[src/rtl/nim_undo_stack_if.sv]
// Move/undo/restore bundle between the Nim move path, the heap file and the undo stack.
// Parameters must match the attached nim_undo_stack instance.
interface nim_undo_stack_if #(
  parameter int unsigned HEAPS   = 4,
  parameter int unsigned COUNT_W = 4,
  parameter int unsigned DEPTH   = 8
);
  localparam int unsigned IW = (HEAPS > 1) ? $clog2(HEAPS) : 1;
  localparam int unsigned PW = (DEPTH > 1) ? $clog2(DEPTH) : 1;

  logic               move_valid;
  logic [IW-1:0]      move_heap;
  logic [COUNT_W-1:0] move_taken;
  logic               undo_req;
  logic [IW-1:0]      heap_sel;
  logic [COUNT_W-1:0] heap_value_i;
  logic               restore_valid;
  logic [IW-1:0]      restore_heap;
  logic [COUNT_W-1:0] restore_value;
  logic               restore_sat;
  logic               busy;
  logic               undo_empty;
  logic               move_drop;
  logic [PW:0]        depth_count;

  modport master (
    output move_valid, move_heap, move_taken, undo_req, heap_value_i,
    input  heap_sel, restore_valid, restore_heap, restore_value, restore_sat,
    input  busy, undo_empty, move_drop, depth_count
  );

  modport slave (
    input  move_valid, move_heap, move_taken, undo_req, heap_value_i,
    output heap_sel, restore_valid, restore_heap, restore_value, restore_sat,
    output busy, undo_empty, move_drop, depth_count
  );
endinterface

[src/rtl/nim_undo_stack.sv]
// Circular LIFO of committed Nim moves; an undo pops the latest move and adds its stones
// back to the heap, saturating at the heap count maximum.
module nim_undo_stack #(
  parameter int unsigned HEAPS   = 4,
  parameter int unsigned COUNT_W = 4,
  parameter int unsigned DEPTH   = 8
) (
  input logic               clk,
  input logic               reset,
  nim_undo_stack_if.slave   bus
);
  localparam int unsigned IW   = (HEAPS > 1) ? $clog2(HEAPS) : 1;
  localparam int unsigned PW   = (DEPTH > 1) ? $clog2(DEPTH) : 1;
  localparam int unsigned CntW = PW + 1;
  localparam logic [PW-1:0]   LastPtr = PW'(DEPTH - 1);
  localparam logic [CntW-1:0] FullCnt = CntW'(DEPTH);

  typedef enum logic [1:0] {StIdle, StPop, StAdd, StDone} state_e;

  state_e             state_q;
  logic [PW-1:0]      wr_ptr_q;
  logic [PW-1:0]      rd_ptr;
  logic [CntW-1:0]    depth_q;
  logic [IW-1:0]      heap_mem  [DEPTH];
  logic [COUNT_W-1:0] taken_mem [DEPTH];
  logic [IW-1:0]      heap_sel_q;
  logic [COUNT_W-1:0] taken_q;
  logic               restore_valid_q;
  logic [IW-1:0]      restore_heap_q;
  logic [COUNT_W-1:0] restore_value_q;
  logic               restore_sat_q;
  logic               busy_q;
  logic               undo_empty_q;
  logic               move_drop_q;
  logic               push;
  logic [COUNT_W:0]   sum;

  assign push   = (state_q == StIdle) && bus.move_valid;
  assign rd_ptr = (wr_ptr_q == '0) ? LastPtr : wr_ptr_q - 1'b1;
  assign sum    = {1'b0, bus.heap_value_i} + {1'b0, taken_q};

  // History storage is deliberately left out of reset.
  always_ff @(posedge clk) begin
    if (push) begin
      heap_mem[wr_ptr_q]  <= bus.move_heap;
      taken_mem[wr_ptr_q] <= bus.move_taken;
    end
  end

  always_ff @(posedge clk) begin
    if (reset) begin
      state_q         <= StIdle;
      wr_ptr_q        <= '0;
      depth_q         <= '0;
      heap_sel_q      <= '0;
      taken_q         <= '0;
      restore_valid_q <= 1'b0;
      restore_heap_q  <= '0;
      restore_value_q <= '0;
      restore_sat_q   <= 1'b0;
      busy_q          <= 1'b0;
      undo_empty_q    <= 1'b0;
      move_drop_q     <= 1'b0;
    end else begin
      undo_empty_q    <= 1'b0;
      move_drop_q     <= 1'b0;
      restore_valid_q <= 1'b0;
      unique case (state_q)
        StIdle: begin
          if (bus.move_valid) begin
            // A push beats a same-cycle undo; the requester re-issues it.
            wr_ptr_q <= (wr_ptr_q == LastPtr) ? '0 : wr_ptr_q + 1'b1;
            if (depth_q != FullCnt) begin
              depth_q <= depth_q + 1'b1;
            end
          end else if (bus.undo_req) begin
            if (depth_q == '0) begin
              undo_empty_q <= 1'b1;
            end else begin
              // Load the top entry now so heap_sel is valid throughout POP.
              heap_sel_q <= heap_mem[rd_ptr];
              taken_q    <= taken_mem[rd_ptr];
              busy_q     <= 1'b1;
              state_q    <= StPop;
            end
          end
        end
        StPop: begin
          move_drop_q <= bus.move_valid;
          wr_ptr_q    <= rd_ptr;
          depth_q     <= depth_q - 1'b1;
          state_q     <= StAdd;
        end
        StAdd: begin
          move_drop_q     <= bus.move_valid;
          restore_heap_q  <= heap_sel_q;
          restore_sat_q   <= sum[COUNT_W];
          restore_value_q <= sum[COUNT_W] ? '1 : sum[COUNT_W-1:0];
          restore_valid_q <= 1'b1;
          state_q         <= StDone;
        end
        StDone: begin
          move_drop_q <= bus.move_valid;
          busy_q      <= 1'b0;
          state_q     <= StIdle;
        end
        default: state_q <= StIdle;
      endcase
    end
  end

  assign bus.heap_sel      = heap_sel_q;
  assign bus.restore_valid = restore_valid_q;
  assign bus.restore_heap  = restore_heap_q;
  assign bus.restore_value = restore_value_q;
  assign bus.restore_sat   = restore_sat_q;
  assign bus.busy          = busy_q;
  assign bus.undo_empty    = undo_empty_q;
  assign bus.move_drop     = move_drop_q;
  assign bus.depth_count   = depth_q;
endmodule

[src/flat_wrapper.sv]
// flat-port wrapper written by rule: the top's interface ports become plain ports
module nim_undo_stack_flat 
#(
  parameter int unsigned HEAPS   = 4,
  parameter int unsigned COUNT_W = 4,
  parameter int unsigned DEPTH   = 8
)
  (clk, reset, bus_move_valid, bus_move_heap, bus_move_taken, bus_undo_req, bus_heap_value_i, bus_heap_sel, bus_restore_valid, bus_restore_heap, bus_restore_value, bus_restore_sat, bus_busy, bus_undo_empty, bus_move_drop, bus_depth_count);
  nim_undo_stack_if #(.HEAPS(HEAPS), .COUNT_W(COUNT_W), .DEPTH(DEPTH)) bus_i ();
  input logic clk;
  input logic reset;
  input wire logic [$bits(bus_i.move_valid)-1:0] bus_move_valid;
  input wire logic [$bits(bus_i.move_heap)-1:0] bus_move_heap;
  input wire logic [$bits(bus_i.move_taken)-1:0] bus_move_taken;
  input wire logic [$bits(bus_i.undo_req)-1:0] bus_undo_req;
  input wire logic [$bits(bus_i.heap_value_i)-1:0] bus_heap_value_i;
  output wire logic [$bits(bus_i.heap_sel)-1:0] bus_heap_sel;
  output wire logic [$bits(bus_i.restore_valid)-1:0] bus_restore_valid;
  output wire logic [$bits(bus_i.restore_heap)-1:0] bus_restore_heap;
  output wire logic [$bits(bus_i.restore_value)-1:0] bus_restore_value;
  output wire logic [$bits(bus_i.restore_sat)-1:0] bus_restore_sat;
  output wire logic [$bits(bus_i.busy)-1:0] bus_busy;
  output wire logic [$bits(bus_i.undo_empty)-1:0] bus_undo_empty;
  output wire logic [$bits(bus_i.move_drop)-1:0] bus_move_drop;
  output wire logic [$bits(bus_i.depth_count)-1:0] bus_depth_count;
  assign bus_i.move_valid = bus_move_valid;
  assign bus_i.move_heap = bus_move_heap;
  assign bus_i.move_taken = bus_move_taken;
  assign bus_i.undo_req = bus_undo_req;
  assign bus_i.heap_value_i = bus_heap_value_i;
  assign bus_heap_sel = bus_i.heap_sel;
  assign bus_restore_valid = bus_i.restore_valid;
  assign bus_restore_heap = bus_i.restore_heap;
  assign bus_restore_value = bus_i.restore_value;
  assign bus_restore_sat = bus_i.restore_sat;
  assign bus_busy = bus_i.busy;
  assign bus_undo_empty = bus_i.undo_empty;
  assign bus_move_drop = bus_i.move_drop;
  assign bus_depth_count = bus_i.depth_count;
  nim_undo_stack #(.HEAPS(HEAPS), .COUNT_W(COUNT_W), .DEPTH(DEPTH)) u_core (.clk(clk), .reset(reset), .bus(bus_i));
endmodule
[config.mk]
export PLATFORM = sky130hd
export DESIGN_NAME = nim_undo_stack_flat
export DESIGN_NICKNAME = d
export VERILOG_FILES = /design/src/rtl/nim_undo_stack_if.sv /design/src/rtl/nim_undo_stack.sv /design/src/flat_wrapper.sv
export SDC_FILE = /design/constraint.sdc
export NUM_CORES = 1
export LEC_CHECK = 0
export CAP_MARGIN = 40
export CELL_PAD_IN_SITES_DETAIL_PLACEMENT = 0
export CELL_PAD_IN_SITES_GLOBAL_PLACEMENT = 2
export CORE_UTILIZATION = 25
export CTS_CLUSTER_DIAMETER = 50
export DETAILED_ROUTE_END_ITERATION = 12
export PLACE_DENSITY_LB_ADDON = 0.12
export SLEW_MARGIN = 20
export SYNTH_ARGS = -nofsm -noshare
export SYNTH_HDL_FRONTEND = slang
export SYNTH_SLANG_ARGS = --single-unit
export TNS_END_PERCENT = 100
[constraint.sdc]
create_clock -name clk -period 3.33 [get_ports clk]
set_input_delay 0.666 -clock clk [delete_from_list [all_inputs] [get_ports clk]]
set_output_delay 0.666 -clock clk [all_outputs]
set_load 0.05 [all_outputs]
==> results by group, run 1 <==
Timing
  – Setup violations, final: 0
  – Tcrit/Tclk final: 73.9%
  – Fmax: approximately 410 MHz
  – Unrepaired setup endpoints after global routing: no
  – Setup TNS: 0 ps
  – Slew @ Worst Pin: roughly 670 ps
  – Max-slew headroom: 55.2%
  – Final hold violations: 0
  – Minimum clock period: approximately 2500 ps
  – Max-slew violations: 0
  – Skew final: ~5.1 ps

Logic synthesis
  – Post-synthesis xor/xnor area fraction: under 10%
  – Combinational family with the most area after synthesis: simple AND/OR/NAND/NOR gates
  – Synthesized area per cell: 13.9 um2
  – Cells after Synth: 231
  – Synth Area in Adders: around 6.1%
  – Post-synthesis simple-gate area fraction: 11.1%
  – Mapped Nets: 260
  – Cell variety after synth: 40
  – #FFs+latches synth: 74
  – Seq/Total Area, Yosys: around 61%
  – Synth Area in Compound Gates: under 10%
  – Cell area after synthesis: between 3000 and 4000 um2
  – Synthesis Warnings: 0
  – Mux share of post-synthesis cell area: approximately 11%

Finish
  – Commonest non-fill, non-tap cells in the layout: 48 x edfxtp_1, 30 x nor2_1, 30 x clkdlybuf4s50_1
  – Fin nets: 294
  – Layout cell share with drive strength beyond 1: 13.3%
  – Antenna fix cells: 0
  – Post-route insts no fill: between 400 and 500
  – Commonest non-fill, non-tap cell in the layout: edfxtp_1
  – Area grow syn2layout: 24.7%

Global route
  – Pin count of the biggest net entering global routing: 28
  – First-pass GRT wire length: about 10,000 um
  – Global route overflow: 0
  – Initial antenna violation count: 0
  – GRT Total Usage: roughly 11%
  – Vias in the first global route: approximately 1,900

Worst setup path
  – R2R Path End: u_core.taken_q[0]
  – Max incr delay on CP: 580 ps
  – CP max stage cell: mux4_2
  – Worst Setup SP: u_core.wr_ptr_q[0]
  – Worst EP arrival: approximately 2700 ps
  – Worst r2r src: u_core.wr_ptr_q[0]
  – Worst Reg-to-Reg Cells: 7
  – FF-to-FF setup slack: between 800 and 900 ps
  – Setup crit start kind: register
  – CP Cell Sequence: inv_1 > ha_1 > ha_1 > nor2b_4 > mux4_2 > o22ai_1 > nor3_1
  – Req. time, crit path: between 3000 and 4000 ps
  – CP endpoint kind: register
  – Crit path top cell by count: ha_1
  – Maximum fanout along the worst path: 11
  – Crit Path Category: register to register
  – CP endpoint: u_core.taken_q[0]

Drt
  – WL final: approximately 6500 um
  – Post-detailed-route count of antenna-violating nets: 0
  – Post-route DRC violation count: 0
  – Via-to-Cell Ratio: about 4.2
  – Iteration-0 DRC Markers: 131
  – Via count: between 1,500 and 2,000
  – DR pass1 iterations: 4
  – Wire length per cell: approximately 15 um

Power
  – NetSw: between 0.001 and 0.0015 W
  – Clock power frac: a little under a third
  – Logic pwr share: 33.3%
  – Sequential cell fraction of total power: a little over a third
  – Lkg Pwr: about 1.4 nW
  – PD cells: 866 nW/um2
  – Internal: 0.00228 W
  – Peak supply drop: 0.249 mV
  – Sw Share: about a third

Place
  – GPL Wtd Cong: around 0.71
  – DP Cell Count: 426
  – IO Port Bufs: 30
  – Hpwl dp: about 4600 um

Clock network
  – H-tree depth reported by CTS: 3
  – CTS buffer count: 9
  – Post-CTS sizing: 0
  – Reg clk slew, reported paths: 60 ps
  – Clock sink total: 74
  – CTS tree: built
  – Post-CTS Hold Buffers: 0
  – Max clock buf depth: 2
  – Post-CTS Setup Bufs: 0
  – Root Driver: clkbuf_16
  – Clk_lat worst skew: roughly 330 ps

Flow run
  – Number of max-cap violations: 0

Worst hold path
  – Hold Path Class: register to register

Floorplanning
  – Die Y: 115 um
  – Total die area: approximately 13,000 um2
  – Row cnt: 41
  – Initial core utilization: between 20% and 30%
  – Core area: ~13,000 um2
  – I/O pin count: 31
  – Die width: between 100 and 150 um

Run status
  – Status: finished clean
[through the flow]
stage / cell area, um2 / power [W] / worst slack [ps] / hold WS, ps / util, %
6_report: 4010 / 0.00347 / 869 / 477 / 31.9
5_1_grt: 4010 / 0.00368 / 637 / 498 / 31.9
4_1_cts: 4010 / 0.00352 / 843 / 480 / 31.9
3_5_place_dp: 3680 / 0.00245 / 814 / 468 / 29.3
3_3_place_gp: 3680 / 0.00245 / 560 / 474 / 29.3
2_1_floorplan: 3220 / 0.00214 / 1320 / 472 / -
[state kept, by name, indices dropped and copies added, names as in the netlist]
signal	flops
u_core.bus.restore_sat	1
u_core.taken_q	4
u_core.taken_mem	32
u_core.state_q	2
u_core.heap_mem	16
u_core.bus.heap_sel	2
u_core.bus.undo_empty	1
u_core.bus.busy	1
u_core.wr_ptr_q	3
u_core.bus.restore_valid	1
u_core.bus.restore_value	4
u_core.bus.depth_count	4
u_core.bus.move_drop	1
u_core.bus.restore_heap	2
[critical path, delay by kind of cell, from the launching register on]
family                     cells  cell delay, ps
AOI/OAI and AO/OA              1             180
adders and majority gates      2             440
buffers and inverters          1             110
DFF                            1             560
muxes                          1             580
and+or+nand+nor                2             470
[logic make-up (layout without fill, tap and decap cells)]
logic type | Yosys count | after routing
flip-flops | 74 | 74
AND/OR/NAND/NOR | 68 | 68
AO/OA/AOI/OAI | 27 | 27
buffers and inverters | 22 | 61
multiplexers | 19 | 19
adder cells (fa/ha/maj) | 15 | 15
XOR/XNOR | 6 | 6
[power by group through the flow]
| stage | Combinational, W | Clock (W) | Sequential, W |
|---|---|---|---|
| 3_5_place_dp | 0.00117 | 0 | 0.00128 |
| 5_1_grt | 0.00127 | 0.00113 | 0.00128 |
| 6_report | 0.00115 | 0.00106 | 0.00125 |
| 4_1_cts | 0.00117 | 0.00109 | 0.00126 |
| 2_1_floorplan | 0.000745 | 0 | 0.00140 |
| 3_3_place_gp | 0.00117 | 0 | 0.00128 |
[layout make-up]
| type | instances | area, um2 |
|---|---|---|
| Timing Repair Buffer | 33 | 320 |
| Inverter | 12 | 45.0 |
| Tap cell | 172 | 215 |
| Sequential cell | 74 | 1960 |
| Clock inverter | 7 | 101 |
| Clock buffer | 9 | 225 |
| Multi-Input combinational cell | 135 | 1140 |
| Fill cell | 1249 | 8560 |
[cells in the mapped netlist]
master | n | share of area [%]
edfxtp_1 | 48 | 45
nor2_1 | 30 | 3.5
dfxtp_1 | 26 | 16
ha_1 | 14 | 5.4
inv_1 | 12 | 1.4
nor3_1 | 11 | 1.7
mux4_2 | 9 | 6.3
a211oi_1 | 8 | 1.9
nand2_1 | 7 | 0.82
o22ai_1 | 7 | 1.4
mux2i_1 | 5 | 1.6
a21oi_1 | 4 | 0.62
clkbuf_1 | 4 | 0.47
buf_2 | 3 | 0.47
mux4_1 | 3 | 2.5
nand2b_1 | 3 | 0.58
nand3_1 | 3 | 0.47
o21ai_0 | 3 | 0.47
xnor2_1 | 3 | 0.82
xor2_1 | 3 | 0.82
a31o_2 | 2 | 0.54
and3b_1 | 2 | 0.54
mux2_2 | 2 | 0.70
nand3b_1 | 2 | 0.47
nor2b_1 | 2 | 0.39
a21o_1 | 1 | 0.23
a311oi_1 | 1 | 0.27
buf_12 | 1 | 0.62
buf_4 | 1 | 0.23
buf_6 | 1 | 0.35
fa_1 | 1 | 0.62
nand3_2 | 1 | 0.31
nand3_4 | 1 | 0.54
nor2b_4 | 1 | 0.43
nor3b_1 | 1 | 0.23
nor4_1 | 1 | 0.19
nor4b_1 | 1 | 0.27
o221ai_1 | 1 | 0.27
or3b_2 | 1 | 0.27
or4_4 | 1 | 0.35
[routing by layer]
metal	global-route usage, %	share of wire [%]	wire length, um
met1	14.0	48	3130
met2	16.2	45	2920
met3	3.29	4.5	288
met4	6.41	2.0	132
met5	0	0	0
[worst min path at each step]
stage | from | to | cells after the start | slack [ps]
2_1_floorplan | u_core.taken_q[0] | u_core.taken_q[0] | 2 | 470
3_3_place_gp | u_core.bus.restore_sat | u_core.bus.restore_sat | 2 | 470
3_5_place_dp | u_core.bus.restore_sat | u_core.bus.restore_sat | 2 | 470
4_1_cts | u_core.bus.restore_sat | u_core.bus.restore_sat | 2 | 480
5_1_grt | u_core.bus.restore_sat | u_core.bus.restore_sat | 2 | 500
6_report | u_core.bus.restore_sat | u_core.bus.restore_sat | 2 | 480
No activity file was read; power rests on OpenSTA's default activity.
==> inputs of run 2 (changes only) <==
clock period = 2.3 ns   (was 3.33 ns; I/O delays follow)
==> run 2 against run 1 <==
Clock power rose by 23%; die area unchanged; register-to-register slack worse by 640 ps; power increased by 42%; cell area is 1.8% higher; final cell count up 3.2%; sequential share of layout area down 0.87 points; clock skew is 2.2 ps higher; combinational power rose by 59%; global-route usage grew 0.72 points; hold slack improved by 3.8 ps; worst setup slack worse by 750 ps.
==> results by group, run 2 (synthesis results as in run 1) <==
Drt
  – WL final: 6780 um (+4.7%)
  – Post-route DRC violation count: 0 (unchanged)
  – Via-to-Cell Ratio: 4.27 (+0.70%)
  – Via count: 1,948 (+3.9%)
  – Iteration-0 DRC Markers: 68 (-48%)
  – DR pass1 iterations: 4 (unchanged)
  – Wire length per cell: 14.9 um (+1.5%)
  – Post-detailed-route count of antenna-violating nets: 0 (unchanged)

Finish
  – Fin nets: 308 (+4.8%)
  – Area grow syn2layout: 26.9%
  – Biggest regs: u_core.taken_mem x32, u_core.heap_mem x16
  – Commonest non-fill, non-tap cell in the layout: edfxtp_1
  – Layout cell share with drive strength beyond 1: 17.6% (+4.3 points)
  – Largest reg by FF count: u_core.taken_mem
  – # fillers: 1,252 (+0.24%)
  – Commonest non-fill, non-tap cells in the layout: 48 x edfxtp_1, 30 x nor2_1, 30 x clkdlybuf4s50_1
  – Antenna fix cells: 0 (unchanged)
  – Design area: 4080 um2 (+1.8%)
  – Max reg flops: 32 (unchanged)

Floorplanning
  – Initial core utilization: 25.6% (unchanged)
  – Die Y: 115 um (unchanged)
  – Die width: 115 um (unchanged)
  – I/O pin count: 31 (unchanged)
  – Total die area: 13,300 um2 (unchanged)
  – Core area: 12,600 um2 (unchanged)
  – Row cnt: 41 (unchanged)

Global route
  – Vias in the first global route: 1,992 (+5.9%)
  – GRT Total Usage: 11.6% (+0.72 points)
  – Pin count of the biggest net entering global routing: 15 (-46%)
  – Initial antenna violation count: 0 (unchanged)
  – First-pass GRT wire length: 11,000 um (+5.3%)
  – Global route overflow: 0 (unchanged)

Timing
  – Slew @ Worst Pin: 505 ps (-164 ps)
  – Final hold violations: 0 (unchanged)
  – Unrepaired setup endpoints after global routing: no
  – Skew final: 7.27 ps (+2.20 ps)
  – Max-slew headroom: 66.2% (+11 points)
  – Minimum clock period: ~2200 ps
  – Max-slew violations: 0 (unchanged)
  – Setup TNS: 0 ps (unchanged)
  – Fmax: ~460 MHz
  – Setup violations, final: 0 (unchanged)
  – Tcrit/Tclk final: ~95%

Worst setup path
  – CP Cell Sequence: clkdlybuf4s50_1
  – FF-to-FF setup slack: 230 ps (-640 ps)
  – Max incr delay on CP: 870 ps (+290 ps)
  – Maximum fanout along the worst path: 10 (-1)
  – Req. time, crit path: 1840 ps (-1700 ps)
  – Crit Path Category: register to output pin
  – Setup crit start kind: register
  – CP endpoint kind: output pin
  – Worst Reg-to-Reg Cells: 8 (+1)
  – Worst EP arrival: 1720 ps (-950 ps)
  – R2R Path End: u_core.taken_q[3]
  – Worst r2r src: u_core.wr_ptr_q[1]
  – CP max stage cell: clkdlybuf4s50_1
  – Crit path buf inv count: 1 (unchanged)
  – CP top delay family: buffers and inverters

Worst hold path
  – Hold path cells: 2 (unchanged)
  – Hold path endpoint: u_core.bus.restore_sat
  – Hold Path Class: register to register
  – Worst hold start: u_core.bus.restore_sat

Clock network
  – Root Driver: clkbuf_16
  – Clock sink total: 74 (unchanged)
  – Post-CTS sizing: 0 (unchanged)
  – Clk_lat worst skew: 340 ps (about the same)
  – Post-CTS Setup Bufs: 0 (unchanged)
  – H-tree depth reported by CTS: 3 (unchanged)
  – Post-CTS Hold Buffers: 0 (unchanged)
  – Max clock buf depth: 2 (unchanged)
  – CTS tree: built
  – Reg clk slew, reported paths: 60 ps (about the same)
  – CTS buffer count: 9 (unchanged)

Power
  – PD cells: 1200 nW/um2 (+39%)
  – Lkg Pwr: 1.41 nW (+3.4%)
  – Peak supply drop: 0.450 mV (+81%)

Flow run
  – Number of max-cap violations: 0 (unchanged)

Place
  – IO Port Bufs: 30 (unchanged)
  – GPL Wtd Cong: 0.680 (-4.6%)
  – Hpwl dp: 4640 um (+0.48%)
  – Area post-placement: 3800 um2 (+3.3%)

Run status
  – Status: finished clean
-- run 2: changes by cell type in the layout (fill, tap and decap cells not counted), sizes merged --
cell	change
clkinvlp	+2
buf	+14
inv	-1
clkinv	+1
bufinv	-2
-- run 2: worst max-delay path by stage --
stage	start	to	slack [ps]	cells past startpoint
global placement	bus_heap_value_i[0]	u_core.bus.restore_value[0]	50	8
global route	u_core.bus.depth_count[1]	bus_depth_count[1]	50	1
CTS	u_core.bus.depth_count[1]	bus_depth_count[1]	100	1
floorplan	u_core.wr_ptr_q[0]	u_core.bus.heap_sel[1]	290	9
finish	u_core.bus.depth_count[1]	bus_depth_count[1]	120	1
detailed placement	bus_heap_value_i[0]	u_core.bus.restore_value[0]	30	8
-- run 2: cell type report --
class | instances | area [um2] | share of cell area (%)
clock buffers | 9 | 225 | 5.52
repair buffers | 47 | 440 | 10.8
well taps | 172 | 215 | 5.27
flip-flops and latches | 74 | 1960 | 48.1
inverters | 12 | 45.0 | 1.10
clock inverters | 7 | 53.8 | 1.32
multi-input cells | 135 | 1140 | 27.9
-- run 2: power breakdown --
part	switching [W]	internal [W]	leakage [nW]
Clock	0.000565	0.000734	0.130
Combinational	0.00104	0.000794	0.632
Sequential	0.000141	0.00164	0.647
Total	0.00175	0.00317	1.41
-- run 2: through the flow --
stage               hold slack, ps  instances  power, W  setup slack, ps  util [%]
finish                         480        456   0.00491              123      32.5
detailed placement             473        440   0.00368             25.9      30.3
global route                   497        456   0.00524             46.2      32.5
CTS                            486        456   0.00502              100      32.5
global placement               476        440   0.00369             54.2      30.3
floorplan                      472        231   0.00310              290         -
-- run 2: per-layer routing --
metal / wire, um / track usage [%] / vias up
li1: - / - / 961
met1: 3190 / 14.1 / 942
met2: 3170 / 18.2 / 35
met3: 269 / 3.97 / 10
met4: 151 / 6.23 / 0
met5: 0 / 0 / -
==> inputs of run 3 (changes only) <==
CAP_MARGIN = 15   (was 40)
==> results of run 3 <==
The final DEF is identical to that of run 2; final timing and power are the same.
